`src/rtl/axi_ic_pkg.sv`:
```
`default_nettype none
// ============================================================================
// Module      : axi_ic_pkg
// Description : Shared types and helpers for the AXI interconnect arbiters
//               (write-channel and read-channel).
// Revision    : 1.0 - initial release
// ============================================================================
package axi_ic_pkg;

  // Largest number of masters an arbiter instance is built for.
  localparam int C_N_MST_MAX = 8;

  // Arbiter transaction state. Encoded explicitly so both arbiters agree.
  typedef enum logic [1:0] {
    IDLE = 2'd0,
    XFER = 2'd1,
    RESP = 2'd2
  } arb_state_e;

  // Width of a binary master index; never narrower than one bit.
  function automatic int idx_width(input int n);
    return (n > 1) ? $clog2(n) : 1;
  endfunction

endpackage
`default_nettype wire

```
`src/rtl/axi_rr_pick.sv`:
```
`default_nettype none
// ============================================================================
// Module      : axi_rr_pick
// Description : Combinational N-way rotating-priority picker. The search
//               begins at i_ptr and wraps modulo N; the first asserted request
//               wins. Returns one-hot grant, binary index and an any flag.
// Revision    : 1.0 - initial release
// ============================================================================
module axi_rr_pick
  import axi_ic_pkg::*;
#(
  parameter int N  = 4,
  parameter int IW = idx_width(N)
) (
  input  logic [N-1:0]  i_req,
  input  logic [IW-1:0] i_ptr,
  output logic [N-1:0]  o_gnt,
  output logic [IW-1:0] o_idx,
  output logic          o_any
);

  int            w_sum;
  logic [IW-1:0] w_pos;

  // Walk the requests from i_ptr upward with wrap; keep the first hit only.
  always_comb begin
    o_gnt = '0;
    o_idx = '0;
    o_any = 1'b0;
    w_sum = 0;
    w_pos = '0;
    for (int i = 0; i < N; i++) begin
      w_sum = int'(i_ptr) + i;
      if (w_sum >= N) begin
        w_sum = w_sum - N;
      end
      w_pos = IW'(w_sum);
      if (!o_any && i_req[w_pos]) begin
        o_any        = 1'b1;
        o_gnt[w_pos] = 1'b1;
        o_idx        = w_pos;
      end
    end
  end

endmodule
`default_nettype wire

```
`src/rtl/axi_arbiter_w_rr.sv`:
```
`default_nettype none
// ============================================================================
// Module      : axi_arbiter_w_rr
// Description : Round-robin write-channel arbiter for one slave port. Holds a
//               registered one-hot grant for a whole write transaction
//               (AW handshake, W through WLAST, B handshake), then releases or
//               hands over to the next requester with no idle cycle.
// Revision    : 1.0 - initial release
// ============================================================================
module axi_arbiter_w_rr
  import axi_ic_pkg::*;
#(
  parameter int N_MST = 4
) (
  input  logic                     ACLK,
  input  logic                     ARESETn,
  input  logic [N_MST-1:0]         s_awvalid,
  input  logic [N_MST-1:0]         s_wvalid,
  input  logic [N_MST-1:0]         s_wlast,
  input  logic [N_MST-1:0]         s_bready,
  input  logic                     m_awready,
  input  logic                     m_wready,
  input  logic                     m_bvalid,
  output logic [N_MST-1:0]         wgrnt,
  output logic [$clog2(N_MST)-1:0] wgrnt_idx,
  output logic                     busy
);

  localparam int C_IW = idx_width(N_MST);

  arb_state_e       r_state,     w_state_nxt;
  logic [N_MST-1:0] r_wgrnt,     w_wgrnt_nxt;
  logic [C_IW-1:0]  r_idx,       w_idx_nxt;
  logic [C_IW-1:0]  r_ptr,       w_ptr_nxt;
  logic             r_aw_done,   w_aw_done_nxt;
  logic             r_w_done,    w_w_done_nxt;

  logic [N_MST-1:0] w_pick_gnt;
  logic [C_IW-1:0]  w_pick_idx;
  logic             w_pick_any;
  logic [C_IW-1:0]  w_ptr_adv;

  logic             w_aw_evt;
  logic             w_w_evt;
  logic             w_b_evt;

  axi_rr_pick #(
    .N  (N_MST),
    .IW (C_IW)
  ) u_pick (
    .i_req (s_awvalid),
    .i_ptr (r_ptr),
    .o_gnt (w_pick_gnt),
    .o_idx (w_pick_idx),
    .o_any (w_pick_any)
  );

  // Pointer moves to the slot after the winner so it has lowest priority next.
  assign w_ptr_adv = (w_pick_idx == C_IW'(N_MST - 1)) ? '0 : w_pick_idx + 1'b1;

  // Only the granted master's handshakes count; other masters are masked out.
  assign w_aw_evt = (|(s_awvalid & r_wgrnt)) & m_awready;
  assign w_w_evt  = (|(s_wvalid & s_wlast & r_wgrnt)) & m_wready;
  assign w_b_evt  = m_bvalid & (|(s_bready & r_wgrnt));

  // Next-state and next-grant decode for the IDLE/XFER/RESP sequence.
  always_comb begin
    w_state_nxt   = r_state;
    w_wgrnt_nxt   = r_wgrnt;
    w_idx_nxt     = r_idx;
    w_ptr_nxt     = r_ptr;
    w_aw_done_nxt = r_aw_done;
    w_w_done_nxt  = r_w_done;
    case (r_state)
      IDLE: begin
        if (w_pick_any) begin
          w_state_nxt   = XFER;
          w_wgrnt_nxt   = w_pick_gnt;
          w_idx_nxt     = w_pick_idx;
          w_ptr_nxt     = w_ptr_adv;
          w_aw_done_nxt = 1'b0;
          w_w_done_nxt  = 1'b0;
        end
      end
      XFER: begin
        // W may finish before AW; both may finish in the same cycle.
        w_aw_done_nxt = r_aw_done | w_aw_evt;
        w_w_done_nxt  = r_w_done  | w_w_evt;
        if (w_aw_done_nxt && w_w_done_nxt) begin
          w_state_nxt = RESP;
        end
      end
      RESP: begin
        if (w_b_evt) begin
          if (w_pick_any) begin
            w_state_nxt   = XFER;
            w_wgrnt_nxt   = w_pick_gnt;
            w_idx_nxt     = w_pick_idx;
            w_ptr_nxt     = w_ptr_adv;
            w_aw_done_nxt = 1'b0;
            w_w_done_nxt  = 1'b0;
          end else begin
            w_state_nxt   = IDLE;
            w_wgrnt_nxt   = '0;
            w_idx_nxt     = '0;
          end
        end
      end
      default: begin
        w_state_nxt   = IDLE;
        w_wgrnt_nxt   = '0;
        w_idx_nxt     = '0;
        w_aw_done_nxt = 1'b0;
        w_w_done_nxt  = 1'b0;
      end
    endcase
  end

  // State, grant, pointer and completion flags; reset drops the grant at once.
  always_ff @(posedge ACLK or negedge ARESETn) begin
    if (!ARESETn) begin
      r_state   <= IDLE;
      r_wgrnt   <= '0;
      r_idx     <= '0;
      r_ptr     <= '0;
      r_aw_done <= 1'b0;
      r_w_done  <= 1'b0;
    end else begin
      r_state   <= w_state_nxt;
      r_wgrnt   <= w_wgrnt_nxt;
      r_idx     <= w_idx_nxt;
      r_ptr     <= w_ptr_nxt;
      r_aw_done <= w_aw_done_nxt;
      r_w_done  <= w_w_done_nxt;
    end
  end

  assign wgrnt     = r_wgrnt;
  assign wgrnt_idx = r_idx;
  assign busy      = (r_state != IDLE);

endmodule
`default_nettype wire

```
`config.mk`:
```
export PLATFORM = sky130hd
export DESIGN_NAME = axi_arbiter_w_rr
export DESIGN_NICKNAME = d
export VERILOG_FILES = /design/src/rtl/axi_ic_pkg.sv /design/src/rtl/axi_rr_pick.sv /design/src/rtl/axi_arbiter_w_rr.sv
export SDC_FILE = /design/constraint.sdc
export NUM_CORES = 1
export LEC_CHECK = 0
export CAP_MARGIN = 0
export CELL_PAD_IN_SITES_DETAIL_PLACEMENT = 1
export CELL_PAD_IN_SITES_GLOBAL_PLACEMENT = 1
export CORE_ASPECT_RATIO = 0.6
export CORE_UTILIZATION = 25
export CTS_CLUSTER_SIZE = 10
export DETAILED_ROUTE_END_ITERATION = 8
export PLACE_DENSITY = 0.56
export RECOVER_POWER = 25
export SETUP_SLACK_MARGIN = 0.05
export SLEW_MARGIN = 30
export SYNTH_ARGS = -nofsm -noshare
export SYNTH_HDL_FRONTEND = slang
export SYNTH_SLANG_ARGS = --single-unit
```
`constraint.sdc`:
```
create_clock -name ACLK -period 4.7 [get_ports ACLK]
set_input_delay 0.94 -clock ACLK [delete_from_list [all_inputs] [get_ports ACLK]]
set_output_delay 0.94 -clock ACLK [all_outputs]
set_load 0.05 [all_outputs]
```
==> out/results.tsv, run 1 <==
stage	metric	value	unit
synth	Seq cells post-synth	12	
synth	Post-synth EDFFs	0	
timing	setup_tns	0	ns
global_routing	first-pass GRT wire length	5.278	mm
detailed_routing	wire per inst	15.80	µm
timing	slew margin rel.	0.5030	
floorplan	initial core utilization	0.2704	
power	pwr dens	653.6	nW/µm²
clock_network	CTS Buf Count	3	
flow_run	max-cap violation count	0	
synth	Synth Area in Adders	0.08696	
final_layout	commonest non-fill, non-tap cells in the layout	clkdlybuf4s50_1 (26), o21ai_0 (12), dfrtp_1 (12)	
floorplan	DIE WIDTH	89.60	µm
clock_network	TritonCTS clock tree	done	
timing	Layout Skew	0.002779	ns
timing	Final Max Tran Viols	0	
synth	post-synthesis mux area share	0.07500	
final_layout	fin nets	181	
synth	simple-gate share of the synthesized area	0.1761	
run_status	status	finished clean	
placed_design	DPL Wire Length	2.557	mm
synth	post-synthesis cell area	1151	µm²
synth	XOR/XNOR Fraction of Synth Area	0	
floorplan	I/O pin cnt	28	
timing	final hold viol count	0	
placed_design	GP Congestion	0.7804	
detailed_routing	number of iterations in the first detailed-routing pass	4	
final_layout	Area growth syn-to-layout	29.35	%
clock_network	CTS Root Cell	clkbuf_8	
power	share of total power in the clock network	0.120	
critical_path	kind of critical path	in -> reg	
synth	Warnings, synthesis	0	
clock_network	worst skew pair latency	0.24	ns
timing	Achievable Freq	0.3146	GHz
power	NetSw	489.5	µW
floorplan	Row Count	18	
global_routing	largest net degree at the start of global routing	19	
timing	Setup-failing EPs final	0	
placed_design	IO Port Bufs	27	
timing	period utilization	0.6764	
clock_network	hold_buf cts	0	
critical_path	slowest stage delay, CP	0.76	ns
timing	crit path time final	3.179	ns
critical_path	critical path launch point type	input pin	
critical_path	Slowest-stage cell, CP	clkdlybuf4s50_1	
clock_network	H-tree Lvls	1	
power	Leak	0.5957	nW
clock_network	CTS clk-pin slew, worst paths	0.06	ns
power	Int Power	483.7	µW
synth	post-synth cell types	43	
clock_network	CTS max path bufs	2	
global_routing	GRT Total Usage	0.1480	
detailed_routing	routed wire length	3.334	mm
hold_path	Worst Hold Class	reg -> reg	
power	Switching Share	0.5030	
final_layout	cell area after layout	1489	µm²
detailed_routing	via count	1081	
critical_path	crit path DAT	3.28	ns
clock_network	CTS sink count	12	
floorplan	Die Span Y	54.56	µm
synth	async set-reset flop share out of synthesis	1.000	
synth	largest family of logic cells by synthesized area	compound AO/OA/AOI/OAI gates	
critical_path	crit path cell chain	clkdlybuf4s50_1, nor3b_1, a21oi_1, o41ai_2, o21a_1, ha_1, nand2_1, o21ai_0	
detailed_routing	final antenna-violating net count	0	
critical_path	CP Capture Type	flop	
floorplan	Die ar.	4889	µm²
global_routing	total global routing overflow	0	
power	Comb pwr share	0.648	
detailed_routing	vias per std cell	5.123	
final_layout	layout cells sized above 1	0.1060	
timing	worst slew pin tran	0.7440	ns
timing	final worst-path setup slack	1.521	ns
detailed_routing	Starting DRT DRC Count	85	
synth	Synth Area in Compound Gates	0.3304	
placed_design	Cell Area, Placed	1434	µm²
power	peak supply drop	0.3601	mV
global_routing	antenna violations before repair	0	
synth	Post-Syn Instances	127	
critical_path	crit path max fanout	12	
final_layout	Ant. Diodes	0	
global_routing	vias in the first global route	1009	
synth	Mapped Nets	156	
clock_network	post-CTS sizing	0	
synth	top_reg_cell synth	dfrtp_1	
timing	RSZ-0062 raised after global routing	false	
final_layout	commonest non-fill, non-tap cell in the layout	clkdlybuf4s50_1	
clock_network	postcts setup bufs	0	
floorplan	Core ar.	4257	µm²
placed_design	worst slack, placed	1.284	ns
synth	syn_area_per_cell	9.064	µm²
critical_path	worst path required time	4.80	ns
power	power share of the sequential group	0.232	
detailed_routing	residual DRC count	0	
synth	Seq/Total Area, Yosys	0.2609	
-- layout make-up --
class,count,area [µm²]
Timing Repair Buffer,27,270.3
Clock buffer,4,55.05
Sequential cell,12,300.3
Fill cell,501,2768
Multi-Input combinational cell,103,769.5
Inverter,5,18.77
Tap cell,60,75.07
-- power by group through the flow --
stage | Combinational [mW] | Clock (mW) | Sequential (mW)
CTS | 0.635 | 0.119 | 0.227
floorplan | 0.424 | 0 | 0.271
global placement | 0.627 | 0 | 0.223
global route | 0.693 | 0.125 | 0.239
detailed placement | 0.631 | 0 | 0.229
finish | 0.631 | 0.117 | 0.226
-- cells in the mapped netlist, drive strengths merged, types with 2 or more instances --
master,instances,area (µm²)
nand2,7,26.28
o21ai,17,85.08
mux2i,4,52.55
a21oi,8,40.04
dfrtp,12,300.3
a21boi,2,15.02
nor3b,2,20.02
nand3,4,20.02
nand2b,2,12.51
inv,5,18.77
a22oi,2,15.01
nor2b,5,38.78
nor3,3,15.01
a22o,5,43.79
ha,8,100.1
buf,7,62.56
or2,2,12.51
a32oi,4,35.03
nor2,8,30.03
a221oi,5,50.04
-- critical path: cells and delay by family --
family          cells  cell delay [ns]
compound gates      4             0.98
buf+inv             1             0.76
fa+ha+maj           1             0.24
simple gates        2             0.35
-- kinds of logic (layout without fill, tap and decap cells) --
kind of cell	after synthesis	after routing
multiplexers	6	6
buffers and inverters	12	36
flip-flops	12	12
adder cells (fa/ha/maj)	8	8
AO/OA/AOI/OAI	53	53
AND/OR/NAND/NOR	36	36
-- path summary, 6_finish.rpt --
path / start / to / slack, ns / cells past startpoint
max: s_awvalid[3] / r_ptr[1]$_DFFE_PN0P_ / 1.52 / 8
min: wgrnt_idx[0]$_DFFE_PN0P_ / wgrnt_idx[0]$_DFFE_PN0P_ / 0.52 / 2
max reg2reg: r_ptr[0]$_DFFE_PN0P_ / r_ptr[1]$_DFFE_PN0P_ / 1.55 / 10
min reg2reg: wgrnt_idx[0]$_DFFE_PN0P_ / wgrnt_idx[0]$_DFFE_PN0P_ / 0.52 / 2
max in group asynchronous: ARESETn / r_state[0]$_DFFE_PN0P_ / 3.14 / 1
min in group asynchronous: ARESETn / wgrnt[0]$_DFFE_PN0P_ / 1.15 / 1
-- stage by stage --
step	cells	power [mW]	utilization	hold WS, ns
6_report	211	0.9732	0.3498	0.5156
3_5_place_dp	207	0.8596	0.3369	0.4960
5_1_grt	211	1.057	0.3498	0.5446
4_1_cts	211	0.9813	0.3498	0.5285
2_1_floorplan	127	0.6948	-	0.4890
3_3_place_gp	207	0.8505	0.3369	0.4786
-- flip-flops by register name, indices dropped and copies added (netlist names) --
| name | cells |
|---|---|
| r_ptr | 2 |
| r_w_done | 1 |
| r_aw_done | 1 |
| wgrnt_idx | 2 |
| r_state | 2 |
| wgrnt | 4 |
-- routing by layer --
metal / global-route usage / vias up / share of wire
met1: 0.2141 / 538 / 0.53
met5: 0 / - / 0
met4: 0.01587 / 0 / 0
li1: - / 529 / -
met2: 0.2235 / 14 / 0.44
met3: 0.04223 / 0 / 0.029
(Power assumes the default switching activity.)
==> inputs of run 2 (changes only) <==
==> constraint.sdc (replaced) <==
create_clock -name ACLK -period 3 [get_ports ACLK]
set_input_delay 0.6 -clock ACLK [delete_from_list [all_inputs] [get_ports ACLK]]
set_output_delay 0.6 -clock ACLK [all_outputs]
set_load 0.05 [all_outputs]
==> out/results.tsv, run 2 (synthesis results as in run 1) <==
stage	metric	value	unit	change
run_status	status	finished clean		
power	peak supply drop	0.4871	mV	+35%
clock_network	CTS max path bufs	2		unchanged
power	power share of the sequential group	0.185		-0.047
critical_path	Slowest-stage cell, CP	clkdlybuf4s50_1		
detailed_routing	via count	1154		+6.8%
final_layout	fillcell total	500		-0.20%
floorplan	DIE WIDTH	89.60	µm	unchanged
timing	Achievable Freq	0.3924	GHz	
global_routing	vias in the first global route	1123		+11%
critical_path	crit path max fanout	12		unchanged
timing	Final Max Tran Viols	0		unchanged
final_layout	Largest register FFs	4		unchanged
power	share of total power in the clock network	0.111		-0.009
floorplan	initial core utilization	0.2704		unchanged
final_layout	layout cells sized above 1	0.1615		+0.05553
clock_network	CTS clk-pin slew, worst paths	0.06	ns	about the same
timing	Layout Skew	0.003397	ns	+0.0006175 ns
critical_path	CP Capture Type	flop		
final_layout	fin nets	191		+5.5%
detailed_routing	vias per std cell	5.222		+1.9%
detailed_routing	final antenna-violating net count	0		unchanged
detailed_routing	wire per inst	17.88	µm	+13%
critical_path	slowest stage delay, CP	0.77	ns	about the same
floorplan	I/O pin cnt	28		unchanged
final_layout	Area growth syn-to-layout	35.87	%	
detailed_routing	residual DRC count	0		unchanged
power	pwr dens	1065	nW/µm²	+63%
timing	crit path time final	2.548	ns	
timing	final hold viol count	0		unchanged
timing	setup_tns	0	ns	unchanged
timing	Setup-failing EPs final	0		unchanged
global_routing	first-pass GRT wire length	5.954	mm	+13%
clock_network	postcts setup bufs	0		unchanged
clock_network	CTS Buf Count	3		unchanged
floorplan	Die ar.	4889	µm²	unchanged
critical_path	worst path required time	3.13	ns	-1.67 ns
power	Leak	0.6439	nW	+8.1%
hold_path	Worst Hold Class	reg -> reg		
power	Int Power	829.3	µW	+71%
placed_design	GP Congestion	0.8332		+6.8%
global_routing	GRT Total Usage	0.1713		+0.02339
detailed_routing	Starting DRT DRC Count	64		-25%
global_routing	largest net degree at the start of global routing	18		-1
timing	RSZ-0062 raised after global routing	false		
timing	period utilization	0.8495		
final_layout	commonest non-fill, non-tap cell in the layout	clkdlybuf4s50_1		
flow_run	max-cap violation count	0		unchanged
power	Power, Total	1.666	mW	+71%
critical_path	kind of critical path	in -> reg		
timing	worst slew pin tran	0.6373	ns	-0.1067 ns
timing	slew margin rel.	0.5738		+0.07079
power	Switching Share	0.5021		-0.0009316
global_routing	total global routing overflow	0		unchanged
final_layout	Ant. Diodes	0		unchanged
clock_network	worst skew pair latency	0.25	ns	about the same
floorplan	Core ar.	4257	µm²	unchanged
clock_network	H-tree Lvls	1		unchanged
placed_design	DPL Wire Length	3.072	mm	+20%
placed_design	IO Port Bufs	27		unchanged
global_routing	antenna violations before repair	0		unchanged
clock_network	hold_buf cts	0		unchanged
floorplan	Die Span Y	54.56	µm	unchanged
power	NetSw	836.2	µW	+71%
critical_path	critical path launch point type	input pin		
final_layout	Reg area	300.3	µm²	unchanged
clock_network	post-CTS sizing	0		unchanged
final_layout	commonest non-fill, non-tap cells in the layout	clkdlybuf4s50_1 (26), o21ai_0 (12), dfrtp_1 (12), buf_4 (10)		
critical_path	R2R setup slack	0.68	ns	-0.87 ns
floorplan	Row Count	18		unchanged
final_layout	post-layout util	0.3674		+0.01764
critical_path	crit path cell chain	clkdlybuf4s50_1, and3b_1, o211ai_2, o41ai_2, o21a_1, ha_1, nand2_1, o21ai_0		
critical_path	crit path DAT	2.68	ns	-0.60 ns
final_layout	Multi-input gate area	769.5	µm²	unchanged
clock_network	CTS Root Cell	clkbuf_8		
detailed_routing	routed wire length	3.951	mm	+19%
power	Comb pwr share	0.704		+0.056
clock_network	TritonCTS clock tree	done		
clock_network	CTS sink count	12		unchanged
detailed_routing	number of iterations in the first detailed-routing pass	4		unchanged
## run 2: final timing paths
kind                                          start                        to  depth (start not counted)
setup / recovery                       s_awvalid[1]      r_ptr[1]$_DFFE_PN0P_                          8
hold / removal             wgrnt_idx[0]$_DFFE_PN0P_  wgrnt_idx[0]$_DFFE_PN0P_                          2
setup reg to reg               r_ptr[0]$_DFFE_PN0P_      r_ptr[1]$_DFFE_PN0P_                         10
hold reg to reg            wgrnt_idx[0]$_DFFE_PN0P_  wgrnt_idx[0]$_DFFE_PN0P_                          2
max in group asynchronous                   ARESETn    r_state[1]$_DFFE_PN0P_                          1
min in group asynchronous                   ARESETn      wgrnt[0]$_DFFE_PN0P_                          1
## run 2: layout make-up
type | count | share of cell area
clock buffer | 4 | 0.03520
inverter | 5 | 0.01200
multi-input combinational | 103 | 0.4920
sequential | 12 | 0.1920
tap | 60 | 0.04800
timing repair buffer | 37 | 0.2208
## run 2: worst max-delay path: cells and delay by family
| family | cells | cell delay (ns) |
|---|---|---|
| adders and majority gates | 1 | 0.30 |
| and+or+nand+nor | 2 | 0.31 |
| AOI/OAI and AO/OA | 4 | 0.69 |
| buffers and inverters | 1 | 0.77 |
## run 2: stage by stage
step / cells / instance area (µm²) / worst slack, ns / hold WS, ns
after global placement: 217 / 1509 / 0.2231 / 0.4781
after floorplan: 127 / 1151 / 0.5734 / 0.3044
after global routing: 221 / 1564 / 0.3263 / 0.5417
final: 221 / 1564 / 0.4516 / 0.5266
after CTS: 221 / 1564 / 0.4723 / 0.5221
after detailed placement: 217 / 1509 / 0.2059 / 0.5000
## run 2: metal layers
metal	vias up	global-route usage	share of wire	wire, µm
li1	547	-	-	-
met1	579	0.2410	0.50	1990
met2	28	0.2715	0.45	1771
met3	0	0.04223	0.048	188
met4	0	0.02381	0	0
met5	-	0	0	0
## run 2: power by group through the flow
stage / logic [mW] / registers [mW] / clock network (mW)
floorplan: 0.664 / 0.424 / 0
global placement: 1.13 / 0.309 / 0
detailed placement: 1.16 / 0.311 / 0
CTS: 1.17 / 0.309 / 0.189
global route: 1.26 / 0.318 / 0.199
finish: 1.17 / 0.308 / 0.185
